[config.mk]
export PLATFORM = sky130hd
export DESIGN_NAME = multicycle_ctrl_flat
export DESIGN_NICKNAME = d
export VERILOG_FILES = /design/src/rtl/multicycle_ctrl_if.sv /design/src/rtl/multicycle_ctrl.sv /design/src/flat_wrapper.sv
export SDC_FILE = /design/constraint.sdc
export NUM_CORES = 1
export LEC_CHECK = 0
export ABC_AREA = 1
export BUFFER_PORTS_ARGS = -buffer_cell sky130_fd_sc_hd__buf_4
export CORE_MARGIN = 2
export CORE_UTILIZATION = 41
export CTS_CLUSTER_SIZE = 24
export DETAILED_ROUTE_END_ITERATION = 6
export GPL_TIMING_DRIVEN = 0
export HOLD_SLACK_MARGIN = 0.15
export PLACE_DENSITY = 0.77
export SLEW_MARGIN = 20
export SYNTH_ARGS = -nofsm -noshare
export SYNTH_HDL_FRONTEND = slang
export SYNTH_SLANG_ARGS = --single-unit
[constraint.sdc]
create_clock -name clk -period 1.5 [get_ports clk]
set_input_delay 0.15 -clock clk [delete_from_list [all_inputs] [get_ports clk]]
set_output_delay 0.15 -clock clk [all_outputs]
set_load 0.01 [all_outputs]
[src/rtl/multicycle_ctrl_if.sv]
`default_nettype none
// ============================================================================
//  Module      : multicycle_ctrl_if
//  Description : Control bundle between the multicycle controller and its
//                datapath. The master modport belongs to the controller: it
//                receives the instruction fields, the ALU Zero flag and the
//                memory ready strobe, and drives every mux select and write
//                enable. The slave modport is the datapath view.
//  Signals     : op[6:0], funct3[2:0], funct7b5, zero, mem_ready (to ctrl)
//                mem_req, AdrSrc, IRWrite, PCWrite, MemWrite, RegWrite,
//                ResultSrc[1:0], ALUSrcA[1:0], ALUSrcB[1:0], ImmSrc[2:0],
//                ALUControl[3:0], state[3:0], retire, illegal (from ctrl)
//  Revision    : 1.0 - initial release
// ============================================================================
interface multicycle_ctrl_if;
   logic [6:0] op;
   logic [2:0] funct3;
   logic       funct7b5;
   logic       zero;
   logic       mem_ready;

   logic       mem_req;
   logic       AdrSrc;
   logic       IRWrite;
   logic       PCWrite;
   logic       MemWrite;
   logic       RegWrite;
   logic [1:0] ResultSrc;
   logic [1:0] ALUSrcA;
   logic [1:0] ALUSrcB;
   logic [2:0] ImmSrc;
   logic [3:0] ALUControl;
   logic [3:0] state;
   logic       retire;
   logic       illegal;

   modport master (
      input  op, funct3, funct7b5, zero, mem_ready,
      output mem_req, AdrSrc, IRWrite, PCWrite, MemWrite, RegWrite,
             ResultSrc, ALUSrcA, ALUSrcB, ImmSrc, ALUControl,
             state, retire, illegal
   );

   modport slave (
      output op, funct3, funct7b5, zero, mem_ready,
      input  mem_req, AdrSrc, IRWrite, PCWrite, MemWrite, RegWrite,
             ResultSrc, ALUSrcA, ALUSrcB, ImmSrc, ALUControl,
             state, retire, illegal
   );
endinterface
`default_nettype wire

[src/rtl/multicycle_ctrl.sv]
`default_nettype none
// ============================================================================
//  Module      : multicycle_ctrl
//  Description : Main FSM plus ALU/immediate decoder for a multicycle
//                RV32I-subset datapath (lw, sw, R-type, I-type ALU, beq, jal,
//                lui) sharing one ALU and one memory. Memory accesses stall on
//                a req/ready handshake.
//  Ports       : clk   - clock, rising edge
//                reset - asynchronous, active-high
//                ctrl  - control bundle (master modport): instruction fields,
//                        Zero and mem_ready in; selects, enables, state,
//                        retire and illegal out
//  Parameters  : MEM_WAIT     - 1: honour mem_ready, 0: assume always ready
//                ILLEGAL_HALT - 1: unknown opcode halts (sticky),
//                               0: unknown opcode returns to FETCH
//  Revision    : 1.0 - initial release
// ============================================================================
module multicycle_ctrl #(
   parameter bit MEM_WAIT     = 1'b1,
   parameter bit ILLEGAL_HALT = 1'b1
) (
   input  logic              clk,
   input  logic              reset,
   multicycle_ctrl_if.master ctrl
);

   localparam logic [3:0] c_FETCH    = 4'd0;
   localparam logic [3:0] c_DECODE   = 4'd1;
   localparam logic [3:0] c_MEMADR   = 4'd2;
   localparam logic [3:0] c_MEMREAD  = 4'd3;
   localparam logic [3:0] c_MEMWB    = 4'd4;
   localparam logic [3:0] c_MEMWRITE = 4'd5;
   localparam logic [3:0] c_EXECR    = 4'd6;
   localparam logic [3:0] c_EXECI    = 4'd7;
   localparam logic [3:0] c_ALUWB    = 4'd8;
   localparam logic [3:0] c_BEQ      = 4'd9;
   localparam logic [3:0] c_JAL      = 4'd10;
   localparam logic [3:0] c_LUI      = 4'd11;
   localparam logic [3:0] c_HALT     = 4'd12;

   localparam logic [6:0] c_OP_LW    = 7'b0000011;
   localparam logic [6:0] c_OP_SW    = 7'b0100011;
   localparam logic [6:0] c_OP_R     = 7'b0110011;
   localparam logic [6:0] c_OP_I     = 7'b0010011;
   localparam logic [6:0] c_OP_BEQ   = 7'b1100011;
   localparam logic [6:0] c_OP_JAL   = 7'b1101111;
   localparam logic [6:0] c_OP_LUI   = 7'b0110111;

   localparam logic [3:0] c_ALU_ADD  = 4'b0000;
   localparam logic [3:0] c_ALU_SUB  = 4'b0001;
   localparam logic [3:0] c_ALU_AND  = 4'b0010;
   localparam logic [3:0] c_ALU_OR   = 4'b0011;
   localparam logic [3:0] c_ALU_XOR  = 4'b0100;
   localparam logic [3:0] c_ALU_SLT  = 4'b0101;
   localparam logic [3:0] c_ALU_PASS = 4'b1000;

   logic [3:0] state_q, state_d;
   logic       illegal_q, illegal_d;

   logic       w_ready;
   logic [3:0] w_funct_alu;
   logic       w_mem_req, w_adr_src, w_ir_write, w_pc_write;
   logic       w_mem_write, w_reg_write, w_retire;
   logic [1:0] w_result_src, w_alu_src_a, w_alu_src_b;
   logic [3:0] w_alu_ctrl;
   logic [2:0] w_imm_src;

   assign w_ready = MEM_WAIT ? ctrl.mem_ready : 1'b1;

   // funct3 decode shared by EXECR and EXECI; subtraction only exists in
   // R-type, which op[5] distinguishes from the I-type ALU opcode.
   always_comb begin
      w_funct_alu = c_ALU_ADD;
      case (ctrl.funct3)
         3'b000:  w_funct_alu = (ctrl.op[5] & ctrl.funct7b5) ? c_ALU_SUB : c_ALU_ADD;
         3'b010:  w_funct_alu = c_ALU_SLT;
         3'b100:  w_funct_alu = c_ALU_XOR;
         3'b110:  w_funct_alu = c_ALU_OR;
         3'b111:  w_funct_alu = c_ALU_AND;
         default: w_funct_alu = c_ALU_ADD;
      endcase
   end

   always_comb begin
      w_imm_src = 3'b000;
      case (ctrl.op)
         c_OP_SW:  w_imm_src = 3'b001;
         c_OP_BEQ: w_imm_src = 3'b010;
         c_OP_JAL: w_imm_src = 3'b011;
         c_OP_LUI: w_imm_src = 3'b100;
         default:  w_imm_src = 3'b000;
      endcase
   end

   always_comb begin
      state_d      = state_q;
      w_mem_req    = 1'b0;
      w_adr_src    = 1'b0;
      w_ir_write   = 1'b0;
      w_pc_write   = 1'b0;
      w_mem_write  = 1'b0;
      w_reg_write  = 1'b0;
      w_retire     = 1'b0;
      w_result_src = 2'b00;
      w_alu_src_a  = 2'b00;
      w_alu_src_b  = 2'b00;
      w_alu_ctrl   = c_ALU_ADD;
      case (state_q)
         c_FETCH: begin
            // PC + 4 computed by the ALU and written straight back to PC
            w_mem_req    = 1'b1;
            w_alu_src_b  = 2'b10;
            w_result_src = 2'b10;
            w_ir_write   = w_ready;
            w_pc_write   = w_ready;
            if (w_ready) state_d = c_DECODE;
         end
         c_DECODE: begin
            // OldPC + imm parks the branch/jump target in ALUOut
            w_alu_src_a = 2'b01;
            w_alu_src_b = 2'b01;
            case (ctrl.op)
               c_OP_LW, c_OP_SW: state_d = c_MEMADR;
               c_OP_R:           state_d = c_EXECR;
               c_OP_I:           state_d = c_EXECI;
               c_OP_BEQ:         state_d = c_BEQ;
               c_OP_JAL:         state_d = c_JAL;
               c_OP_LUI:         state_d = c_LUI;
               default:          state_d = ILLEGAL_HALT ? c_HALT : c_FETCH;
            endcase
         end
         c_MEMADR: begin
            w_alu_src_a = 2'b10;
            w_alu_src_b = 2'b01;
            state_d     = (ctrl.op == c_OP_SW) ? c_MEMWRITE : c_MEMREAD;
         end
         c_MEMREAD: begin
            w_mem_req = 1'b1;
            w_adr_src = 1'b1;
            if (w_ready) state_d = c_MEMWB;
         end
         c_MEMWB: begin
            w_result_src = 2'b01;
            w_reg_write  = 1'b1;
            w_retire     = 1'b1;
            state_d      = c_FETCH;
         end
         c_MEMWRITE: begin
            // strobe held stable until the memory accepts it
            w_mem_req   = 1'b1;
            w_adr_src   = 1'b1;
            w_mem_write = 1'b1;
            w_retire    = w_ready;
            if (w_ready) state_d = c_FETCH;
         end
         c_EXECR: begin
            w_alu_src_a = 2'b10;
            w_alu_src_b = 2'b00;
            w_alu_ctrl  = w_funct_alu;
            state_d     = c_ALUWB;
         end
         c_EXECI: begin
            w_alu_src_a = 2'b10;
            w_alu_src_b = 2'b01;
            w_alu_ctrl  = w_funct_alu;
            state_d     = c_ALUWB;
         end
         c_LUI: begin
            w_alu_src_b = 2'b01;
            w_alu_ctrl  = c_ALU_PASS;
            state_d     = c_ALUWB;
         end
         c_ALUWB: begin
            w_result_src = 2'b00;
            w_reg_write  = 1'b1;
            w_retire     = 1'b1;
            state_d      = c_FETCH;
         end
         c_BEQ: begin
            // Result selects ALUOut, which still holds the target from DECODE
            w_alu_src_a  = 2'b10;
            w_alu_src_b  = 2'b00;
            w_alu_ctrl   = c_ALU_SUB;
            w_pc_write   = ctrl.zero;
            w_retire     = 1'b1;
            state_d      = c_FETCH;
         end
         c_JAL: begin
            // PC <- target (ALUOut) while the ALU forms OldPC + 4 for rd
            w_alu_src_a  = 2'b01;
            w_alu_src_b  = 2'b10;
            w_pc_write   = 1'b1;
            state_d      = c_ALUWB;
         end
         c_HALT: begin
            state_d = c_HALT;
         end
         default: begin
            state_d = c_FETCH;
         end
      endcase
   end

   assign illegal_d = illegal_q | (state_d == c_HALT);

   always_ff @(posedge clk or posedge reset) begin
      if (reset) begin
         state_q   <= c_FETCH;
         illegal_q <= 1'b0;
      end else begin
         state_q   <= state_d;
         illegal_q <= illegal_d;
      end
   end

   // Enables are qualified by reset directly so they drop in the same cycle
   // reset rises, without waiting for the state register to settle.
   assign ctrl.mem_req    = w_mem_req   & ~reset;
   assign ctrl.IRWrite    = w_ir_write  & ~reset;
   assign ctrl.PCWrite    = w_pc_write  & ~reset;
   assign ctrl.MemWrite   = w_mem_write & ~reset;
   assign ctrl.RegWrite   = w_reg_write & ~reset;
   assign ctrl.retire     = w_retire    & ~reset;
   assign ctrl.AdrSrc     = w_adr_src;
   assign ctrl.ResultSrc  = w_result_src;
   assign ctrl.ALUSrcA    = w_alu_src_a;
   assign ctrl.ALUSrcB    = w_alu_src_b;
   assign ctrl.ALUControl = w_alu_ctrl;
   assign ctrl.ImmSrc     = w_imm_src;
   assign ctrl.state      = state_q;
   assign ctrl.illegal    = illegal_q;

endmodule
`default_nettype wire
[src/flat_wrapper.sv]
// flat-port wrapper written by rule: the top's interface ports become plain ports
module multicycle_ctrl_flat 
#(
   parameter bit MEM_WAIT     = 1'b1,
   parameter bit ILLEGAL_HALT = 1'b1
)
  (clk, reset, ctrl_op, ctrl_funct3, ctrl_funct7b5, ctrl_zero, ctrl_mem_ready, ctrl_mem_req, ctrl_AdrSrc, ctrl_IRWrite, ctrl_PCWrite, ctrl_MemWrite, ctrl_RegWrite, ctrl_ResultSrc, ctrl_ALUSrcA, ctrl_ALUSrcB, ctrl_ImmSrc, ctrl_ALUControl, ctrl_state, ctrl_retire, ctrl_illegal);
  multicycle_ctrl_if ctrl_i ();
  input  logic clk;
  input  logic reset;
  input wire logic [$bits(ctrl_i.op)-1:0] ctrl_op;
  input wire logic [$bits(ctrl_i.funct3)-1:0] ctrl_funct3;
  input wire logic [$bits(ctrl_i.funct7b5)-1:0] ctrl_funct7b5;
  input wire logic [$bits(ctrl_i.zero)-1:0] ctrl_zero;
  input wire logic [$bits(ctrl_i.mem_ready)-1:0] ctrl_mem_ready;
  output wire logic [$bits(ctrl_i.mem_req)-1:0] ctrl_mem_req;
  output wire logic [$bits(ctrl_i.AdrSrc)-1:0] ctrl_AdrSrc;
  output wire logic [$bits(ctrl_i.IRWrite)-1:0] ctrl_IRWrite;
  output wire logic [$bits(ctrl_i.PCWrite)-1:0] ctrl_PCWrite;
  output wire logic [$bits(ctrl_i.MemWrite)-1:0] ctrl_MemWrite;
  output wire logic [$bits(ctrl_i.RegWrite)-1:0] ctrl_RegWrite;
  output wire logic [$bits(ctrl_i.ResultSrc)-1:0] ctrl_ResultSrc;
  output wire logic [$bits(ctrl_i.ALUSrcA)-1:0] ctrl_ALUSrcA;
  output wire logic [$bits(ctrl_i.ALUSrcB)-1:0] ctrl_ALUSrcB;
  output wire logic [$bits(ctrl_i.ImmSrc)-1:0] ctrl_ImmSrc;
  output wire logic [$bits(ctrl_i.ALUControl)-1:0] ctrl_ALUControl;
  output wire logic [$bits(ctrl_i.state)-1:0] ctrl_state;
  output wire logic [$bits(ctrl_i.retire)-1:0] ctrl_retire;
  output wire logic [$bits(ctrl_i.illegal)-1:0] ctrl_illegal;
  assign ctrl_i.op = ctrl_op;
  assign ctrl_i.funct3 = ctrl_funct3;
  assign ctrl_i.funct7b5 = ctrl_funct7b5;
  assign ctrl_i.zero = ctrl_zero;
  assign ctrl_i.mem_ready = ctrl_mem_ready;
  assign ctrl_mem_req = ctrl_i.mem_req;
  assign ctrl_AdrSrc = ctrl_i.AdrSrc;
  assign ctrl_IRWrite = ctrl_i.IRWrite;
  assign ctrl_PCWrite = ctrl_i.PCWrite;
  assign ctrl_MemWrite = ctrl_i.MemWrite;
  assign ctrl_RegWrite = ctrl_i.RegWrite;
  assign ctrl_ResultSrc = ctrl_i.ResultSrc;
  assign ctrl_ALUSrcA = ctrl_i.ALUSrcA;
  assign ctrl_ALUSrcB = ctrl_i.ALUSrcB;
  assign ctrl_ImmSrc = ctrl_i.ImmSrc;
  assign ctrl_ALUControl = ctrl_i.ALUControl;
  assign ctrl_state = ctrl_i.state;
  assign ctrl_retire = ctrl_i.retire;
  assign ctrl_illegal = ctrl_i.illegal;
  multicycle_ctrl #(.MEM_WAIT(MEM_WAIT), .ILLEGAL_HALT(ILLEGAL_HALT)) u_core (.clk(clk), .reset(reset), .ctrl(ctrl_i));
endmodule
==> summary.txt, run 1 <==
status: finished with violations
failing checks: setup timing
Hold Crit Class: input port to flop
RePlAce Congestion: 0.9086
Psw: 887.1 µW
Die Y: 43.38 µm
Max Fclk: 569.4 MHz
Non-Filler Instances: 187
Core ar.: 0.001471 mm²
Die ar.: 0.001881 mm²
Final min period: 1.756 ns
CP Launch Type: flop
vias per cell: 5.310
share of cells above drive strength 1: 62.57%
Post-Syn Area per Cell: 5.726 µm²
worst reg2reg setup slack: 0.03 ns
static leakage: 0.6380 nW
largest net degree at the start of global routing: 8
RSZ-0062 raised after global routing: true
1st-iter DRT viols: 32
1st-pass router iterations: 4
wire length per cell: 15.32 µm
register area share after synthesis: 19.69%
maximum clock path buffer count: 2
initial core utilization: 43.20%
CP endpoint: ctrl_retire
root buf cell: clkbuf_4
fraction of registers with async set/reset: 100.0%
Worst Skew: 0.001947 ns
max_slew headroom: 84.55%
worst r2r path cells: 10
placed cells: 166
clock-pin slew on the worst setup and hold paths: 0.05 ns
vias in the first global route: 857
combinational power share: 75.8%
sequential power share: 14.3%
WS Path Type: flop to output port
Tcrit/Tclk final: 117.1%
Ant. Diodes: 0
crit end category: output port
syn_nets: 126
Yosys warning total: 0
Netlist cell types: 22
I/O pins: 40
Synth area leaders: dfrtp_1, nand2_1, nor2_1
Final setup viols: 12
total congestion overflow: 0
highest ir drop seen on vdd: 0.9593 mV
Area after DPL: 948.4 µm²
final WL: 2865 µm
DP Wirelength: 1592 µm
Clk Latency, worst-skew pair: 0.26 ns
CTS Buf Count: 3
cell accounting for the most synthesized area: dfrtp_1
synth cell count leaders: nand2_1, nor2_1, inv_2
Port-buffer cells: 39
# H-tree levels: 1
main flop type after synthesis: dfrtp_1
Reg2Reg Capture Point: u_core.ctrl.illegal
CTS tree: yes
DRC viols: 0
Fin. Hold Viols: 0
Critical R2R Launch: u_core.ctrl.state[2]
pwr/cell area: 1473 mW/mm²
Max Cap Violations: 0
most common cell in the netlist: nand2_1
required time worst endpoint: 1.35 ns
Netlist Area Pre-Place: 635.6 µm²
Post-synth EDFFs: 0
share of Yosys cell area claimed by the top area cell type: 19.69%
pre-CTS setup slack: 0.06442 ns
Cell Rows: 14
# nets final: 187
Layout area overhead: 94.88%
Worst-Margin Slew: 0.2318 ns
via count: 993
Final Worst Setup Slack: -0.2562 ns
WP data arrival: 1.61 ns
GRT Util Overall: 25.22%
switching share of power: 48.62%
clock group share of total power: 9.9%
initial antenna violation count: 0
post-route ant nets: 0
Critical path origin: u_core.ctrl.state[3]
Yosys reg bits: 5
final hold slack: 0.2883 ns
P_int: 937.3 µW
first-pass GRT wire length: 3608 µm
DIE WIDTH: 43.38 µm
max-slew violations: 0
Post-Synthesis Cells: 111
Num Clock Sinks: 5
crit-path max FO: 4
design area: 0.001239 mm²
[final cells by class]
cell class / count / area (µm²)
clock buffers: 4 / 26.28
fillers: 88 / 232.7
inverters: 25 / 101.3
multi-input cells: 81 / 510.5
flip-flops and latches: 5 / 130.1
well taps: 16 / 20.02
repair buffers: 56 / 450.4
[worst max-delay path, stage by stage (launching register included)]
cell and delay [ns]:
dfrtp_2 0.46, inv_4 0.11, nand2_4 0.06, buf_4 0.15, nor2_4 0.12, nand2_1 0.07, a31oi_1 0.21, buf_4 0.16
[per-stage QoR]
stage          power (mW)  utilization [%]  TNS [ns]
2_1_floorplan      0.6822                -         0
3_3_place_gp        1.043            64.46         0
5_1_grt             1.895            84.18    -2.395
6_report            1.824            84.18    -1.716
3_5_place_dp        1.052            64.46         0
4_1_cts             1.428            73.64   -0.6025
[power groups by stage]
stage	Clock (mW)	Combinational, mW	Sequential (mW)
after CTS	0.176	1.04	0.215
after detailed placement	0	0.835	0.217
after global routing	0.184	1.45	0.263
final	0.181	1.38	0.260
after global placement	0	0.827	0.215
after floorplan	0	0.455	0.228
[sequential cells by signal (all words and copies together), names as in the netlist]
signal               cells
u_core.ctrl.state        4
u_core.ctrl.illegal      1
[worst min path at each step]
stage                     startpoint              endpoint  cells past startpoint
after floorplan                reset   u_core.ctrl.illegal                      1
after global placement         reset  u_core.ctrl.state[0]                      2
after detailed placement       reset  u_core.ctrl.state[1]                      2
after CTS                 ctrl_op[4]  u_core.ctrl.state[2]                      5
after global routing      ctrl_op[4]  u_core.ctrl.state[2]                      5
final                     ctrl_op[4]  u_core.ctrl.state[2]                      5
[repair_timing]
action | 4_1_cts | 5_1_grt
resized for setup | 5 | 37
gates cloned | 0 | 0
endpoints found under the setup margin | 9 | 14
hold endpoints to repair | 5 | 0
hold buffers | 1 | 0
buffers inserted | 10 | 7
pin swaps | 6 | 9
[layout by cell type, fill, tap and decap left out, drive strengths merged]
master,synthesis,layout
a31oi,3,3
a21o,1,1
dfrtp,5,5
inv,25,25
nor3,1,1
o221ai,1,1
a21oi,3,3
dlygate4sd3,0,1
nand3,8,8
nor3b,1,1
nand4,3,3
or2,1,1
buf,0,55
o21ai,4,4
clkbuf,0,4
nand2,24,24
o211ai,4,4
nor2,27,27
[metal layers]
layer | part of all wire [%] | wire, µm | track usage [%]
met1 | 36 | 1030 | 27.39
met2 | 55 | 1580 | 50.45
met3 | 7.7 | 221 | 2.500
met4 | 1.1 | 32 | 7.273
met5 | 0 | 0 | 0
[cells by family (layout without fill, tap and decap cells)]
logic type | after synthesis | count (layout) | share of synthesized area (%)
AND/OR/NAND/NOR | 65 | 65 | 49.01
AO/OA/AOI/OAI | 16 | 16 | 16.53
flip-flops | 5 | 5 | 19.69
buffers and inverters | 25 | 85 | 14.76
Power figures use the tool's default switching activity.
==> run 2, diff against run 1 <==
--- a/config.mk
+++ b/config.mk
@@ -8,12 +8,12 @@
 export ABC_AREA = 1
 export BUFFER_PORTS_ARGS = -buffer_cell sky130_fd_sc_hd__buf_4
 export CORE_MARGIN = 2
-export CORE_UTILIZATION = 41
+export CORE_UTILIZATION = 44
 export CTS_CLUSTER_SIZE = 24
 export DETAILED_ROUTE_END_ITERATION = 6
 export GPL_TIMING_DRIVEN = 0
 export HOLD_SLACK_MARGIN = 0.15
-export PLACE_DENSITY = 0.77
+export PLACE_DENSITY = 0.82
 export SLEW_MARGIN = 20
 export SYNTH_ARGS = -nofsm -noshare
 export SYNTH_HDL_FRONTEND = slang
==> constraint.sdc (replaced) <==
create_clock -name clk -period 2.1 [get_ports clk]
set_input_delay 0.21 -clock clk [delete_from_list [all_inputs] [get_ports clk]]
set_output_delay 0.21 -clock clk [all_outputs]
set_load 0.01 [all_outputs]
==> summary.txt, run 2 (same netlist as run 1, synthesis figures left out) <==
status: completed
Worst Skew: 0.01015 ns
wire length per cell: 11.65 µm
max_slew headroom: 80.86%
WP data arrival: 1.57 ns
first-pass GRT wire length: 3263 µm
maximum clock path buffer count: 2
Critical R2R Launch: u_core.ctrl.state[1]
# nets final: 171
total congestion overflow: 0
Tcrit/Tclk final: 84.85%
Psw: 432.6 µW
hold endpoint: u_core.ctrl.state[1]
DRC viols: 0
FF+latch area: 125.1 µm²
root buf cell: clkbuf_4
crit-path max FO: 5
DP Wirelength: 1651 µm
share of cells above drive strength 1: 43.23%
I/O pins: 40
DIE WIDTH: 42.01 µm
most common cell after layout, fill and taps aside: buf_4
CTS Buf Count: 3
CP Launch Type: flop
hold path cells: 4
Layout area overhead: 54.72%
Post-CTS Setup Bufs: 0
static leakage: 0.5360 nW
via count: 851
Setup TNS: 0 ns
clock-pin slew on the worst setup and hold paths: 0.05 ns
max-slew violations: 0
GRT Util Overall: 24.51%
required time worst endpoint: 1.89 ns
post-route ant nets: 0
initial antenna violation count: 0
post_cts resized: 0
FILL cells: 119
Fin. Hold Viols: 0
vias in the first global route: 817
Hold Crit Class: input port to flop
Max Cap Violations: 0
1st-pass router iterations: 4
Cell Rows: 13
Clk Latency, worst-skew pair: 0.26 ns
Final Util: 74.64%
Final min period: 1.782 ns
Final Worst Setup Slack: 0.3182 ns
# H-tree levels: 1
Num Clock Sinks: 5
initial core utilization: 48.24%
switching share of power: 48.87%
most frequent cells in the layout: buf_4, nand2_1, nor2_1
1st-iter DRT viols: 22
Port-buffer cells: 39
Core ar.: 0.001318 mm²
RePlAce Congestion: 0.8567
pwr/cell area: 900.2 mW/mm²
final WL: 1980 µm
Die ar.: 0.001764 mm²
largest net degree at the start of global routing: 8
WS Path Type: flop to output port
max reg flops: 4
worst r2r path cells: 9
worst reg2reg setup slack: 0.75 ns
area of the multi-input gates: 416.7 µm²
highest ir drop seen on vdd: 0.5034 mV
P_int: 452.7 µW
pre-CTS setup slack: 0.5939 ns
clock group share of total power: 14.2%
vias per cell: 5.006
combinational power share: 68.2%
Die Y: 42.01 µm
Worst-Margin Slew: 0.2841 ns
Max Fclk: 561.2 MHz
CTS tree: yes
Reg2Reg Capture Point: u_core.ctrl.illegal
RSZ-0062 raised after global routing: false
Ant. Diodes: 0
hold path startpoint: ctrl_mem_ready
crit end category: output port
Final setup viols: 0
sequential power share: 17.6%
==> run 2: cell types whose count changed in the layout (fill, tap and decap cells not counted), moves of 5 or more <==
cell / change
inv_1: +5
nor2_4: -7
nor2_1: +8
buf_4: -11
==> run 2: worst max-delay path, stage by stage, from the launching register on <==
cell,delay (ns)
dfrtp_1,0.44
nor2_2,0.17
inv_2,0.09
nor2_2,0.16
inv_2,0.07
nor2_2,0.09
inv_2,0.05
a31oi_1,0.12
buf_4,0.14
==> run 2: how the worst max path moves through the flow <==
stage,start,end,slack (ns)
after floorplan,u_core.ctrl.state[2],ctrl_PCWrite,0.62
after global placement,u_core.ctrl.state[2],ctrl_PCWrite,0.62
after detailed placement,u_core.ctrl.state[3],ctrl_ALUControl[2],0.59
after CTS,u_core.ctrl.state[3],ctrl_ALUControl[2],0.32
after global routing,u_core.ctrl.state[3],ctrl_ALUControl[2],0.20
final,u_core.ctrl.state[2],ctrl_PCWrite,0.32
==> run 2: per-stage QoR <==
stage | cells | hold slack, ns | instance area (µm²) | total power, mW
after global placement | 165 | 0.1624 | 947.2 | 0.7431
final | 170 | 0.3447 | 983.4 | 0.8853
after detailed placement | 165 | 0.1729 | 947.2 | 0.7551
after floorplan | 111 | -0.01148 | 635.6 | 0.4873
after global routing | 170 | 0.3651 | 983.4 | 0.9579
after CTS | 170 | 0.3388 | 983.4 | 0.8831
==> run 2: what timing repair did <==
item,CTS,global route
hold endpoints to repair,5,0
hold buffers,1,0
endpoints found under the setup margin,0,0
==> run 2: final cells by class <==
cell class	instances	share of cell area, %
clock buffers	4	2.672
well taps	15	1.908
inverters	25	9.542
repair buffers	40	30.79
multi-input cells	81	42.37
flip-flops and latches	5	12.72
==> run 2: power by group through the flow <==
stage,combinational (mW),clock (mW),sequential (mW)
2_1_floorplan,0.325,0,0.163
3_3_place_gp,0.589,0,0.154
3_5_place_dp,0.598,0,0.157
4_1_cts,0.602,0.126,0.155
5_1_grt,0.665,0.133,0.159
6_report,0.604,0.125,0.156
==> run 2: routing by layer <==
layer  GRT usage [%]  vias up  share of wire [%]
met5               0        -                  0
met4           15.48        0                1.7
met3           6.466        5                6.7
met2           45.31       35                 53
met1           23.61      370                 38
li1                -      441                  -
==> run 3, diff against run 2 <==
--- a/config.mk
+++ b/config.mk
@@ -5,15 +5,15 @@
 export SDC_FILE = /design/constraint.sdc
 export NUM_CORES = 1
 export LEC_CHECK = 0
-export ABC_AREA = 1
+export ABC_AREA = 0
 export BUFFER_PORTS_ARGS = -buffer_cell sky130_fd_sc_hd__buf_4
 export CORE_MARGIN = 2
-export CORE_UTILIZATION = 44
+export CORE_UTILIZATION = 41
 export CTS_CLUSTER_SIZE = 24
 export DETAILED_ROUTE_END_ITERATION = 6
 export GPL_TIMING_DRIVEN = 0
 export HOLD_SLACK_MARGIN = 0.15
-export PLACE_DENSITY = 0.82
+export PLACE_DENSITY = 0.76
 export SLEW_MARGIN = 20
 export SYNTH_ARGS = -nofsm -noshare
 export SYNTH_HDL_FRONTEND = slang
==> constraint.sdc (replaced) <==
create_clock -name clk -period 1.5 [get_ports clk]
set_input_delay 0.15 -clock clk [delete_from_list [all_inputs] [get_ports clk]]
set_output_delay 0.15 -clock clk [all_outputs]
set_load 0.01 [all_outputs]
==> summary.txt, run 3 <==
status: finished with violations
failing checks: setup timing
most common cell after layout, fill and taps aside: buf_4
main flop type after synthesis: dfrtp_1
vias per cell: 7.015
Total Power: 2.558 mW
worst reg2reg setup slack: -0.31 ns
Layout area overhead: 103.4%
RSZ-0062 raised after global routing: true
initial antenna violation count: 0
CP Launch Type: flop
switching share of power: 48.97%
register area share after synthesis: 15.63%
Max Fclk: 536.9 MHz
maximum clock path buffer count: 2
DP Wirelength: 1917 µm
combinational power share: 83.9%
post-route ant nets: 0
most frequent cells in the layout: buf_4, buf_6, nand2b_1, nor2_1, nand2_1
Max Cap Violations: 0
wire length per cell: 25.16 µm
static leakage: 0.7245 nW
required time worst endpoint: 1.35 ns
Critical R2R Launch: u_core.ctrl.state[2]
Fin. Hold Viols: 0
root buf cell: clkbuf_4
first-pass GRT wire length: 5161 µm
vias in the first global route: 1148
P_int: 1.305 mW
RePlAce Congestion: 0.8566
Psw: 1.253 mW
Final min period: 1.862 ns
total congestion overflow: 0
Hold Crit Class: input port to flop
initial core utilization: 44.91%
max-slew violations: 0
Yosys reg bits: 5
Synth area leaders: dfrtp_1, nor2_1, nand2b_1
CTS tree: yes
synth cell count leaders: nor2_1, nand2_1, nor3_1
highest ir drop seen on vdd: 0.8778 mV
WP data arrival: 1.71 ns
share of Yosys cell area claimed by the top area cell type: 15.63%
Port-buffer cells: 37
pre-CTS setup slack: -0.2488 ns
hold path cells: 4
final hold slack: 0.4617 ns
Netlist Area Pre-Place: 800.8 µm²
Post-Synthesis Cells: 116
crit-path max FO: 5
Reg2Reg Capture Point: u_core.ctrl.illegal
# H-tree levels: 1
Clk Latency, worst-skew pair: 0.28 ns
Num Clock Sinks: 5
Tcrit/Tclk final: 124.2%
crit end category: output port
Worst-Margin Slew: 0.3993 ns
Setup TNS: -4.528 ns
fraction of registers with async set/reset: 100.0%
most common cell in the netlist: nor2_1
Die ar.: 0.002323 mm²
DRC viols: 0
Yosys warning total: 0
final WL: 5158 µm
CTS Buf Count: 3
clock-pin slew on the worst setup and hold paths: 0.06 ns
via count: 1438
largest net degree at the start of global routing: 11
DIE WIDTH: 48.20 µm
Die Y: 48.20 µm
Final setup viols: 22
hold path startpoint: ctrl_mem_ready
I/O pins: 40
1st-iter DRT viols: 153
Post-Syn Area per Cell: 6.903 µm²
hold endpoint: u_core.ctrl.state[1]
1st-pass router iterations: 5
Final Worst Setup Slack: -0.3624 ns
GRT Util Overall: 32.05%
Netlist cell types: 45
cell accounting for the most synthesized area: dfrtp_1
clock group share of total power: 7.2%
worst r2r path cells: 7
Worst Skew: 0.02240 ns
WS Path Type: flop to output port
share of cells above drive strength 1: 60.56%
# nets final: 196
Post-synth EDFFs: 0
max_slew headroom: 73.13%
max reg flops: 4
sequential power share: 8.9%
pwr/cell area: 1570 mW/mm²
Core ar.: 0.001783 mm²
Ant. Diodes: 0
syn_nets: 131
Cell Rows: 15
==> run 3: cell families (layout without fill, tap and decap cells) <==
family          count (synthesis)  count (layout)  share of synthesized area (%)
xor+xnor                        3               3                          3.282
flops                           5               5                          15.63
compound gates                 30              30                          27.19
mux                             2               2                          3.281
buf+inv                        15              79                          9.999
simple gates                   61              61                          40.63
==> run 3: layout make-up <==
class | instances | area, µm²
multi-input combinational | 96 | 815.8
timing repair buffer | 60 | 494.2
clock buffer | 4 | 26.28
inverter | 5 | 21.27
sequential | 5 | 126.4
fill | 63 | 153.9
buffer | 10 | 113.9
tap | 25 | 31.28
==> run 3: worst max-delay path by stage <==
stage | slack, ns | from | endpoint | cells past startpoint
global placement | -0.23 | u_core.ctrl.state[3] | u_core.ctrl.illegal | 5
detailed placement | -0.25 | u_core.ctrl.state[3] | u_core.ctrl.illegal | 5
finish | -0.36 | u_core.ctrl.state[2] | ctrl_ALUSrcB[0] | 6
floorplan | -0.08 | u_core.ctrl.state[3] | u_core.ctrl.illegal | 5
CTS | -0.17 | u_core.ctrl.state[2] | ctrl_ALUSrcB[0] | 6
global route | -0.44 | u_core.ctrl.state[2] | ctrl_mem_req | 6
==> run 3: timing repair <==
item	4_1_cts	5_1_grt
resized for setup	42	34
pin swaps	9	9
hold buffers	1	0
setup buffers	16	7
setup endpoints to repair	19	19
cloned	0	0
hold endpoints to repair	5	0
==> run 3: critical path, cell delays in order (launching register included) <==
cell and delay (ns):
dfrtp_1 0.47, buf_8 0.17, nor2b_4 0.20, nor2_4 0.06, mux2_4 0.28, o22ai_4 0.12
buf_6 0.13
==> run 3: power groups by stage <==
stage	sequential, mW	clock, mW	combinational (mW)
finish	0.228	0.184	2.15
CTS	0.214	0.164	1.55
detailed placement	0.216	0	1.12
floorplan	0.228	0	0.679
global route	0.228	0.190	2.23
global placement	0.214	0	1.09
==> run 3: through the flow <==
stage	instance area [µm²]	cells	utilization [%]
after floorplan	812.0	116	-
after global placement	1121	178	62.88
after detailed placement	1121	178	62.88
after CTS	1445	199	81.05
after global routing	1629	205	91.37
final	1629	205	91.37
==> run 3: metal layers <==
metal	global-route usage, %	part of all wire (%)	vias to the layer above
met1	34.38	37	680
met2	58.95	43	148
met5	0	0	-
met3	7.407	12	50
li1	-	-	560
met4	14.05	7.3	0
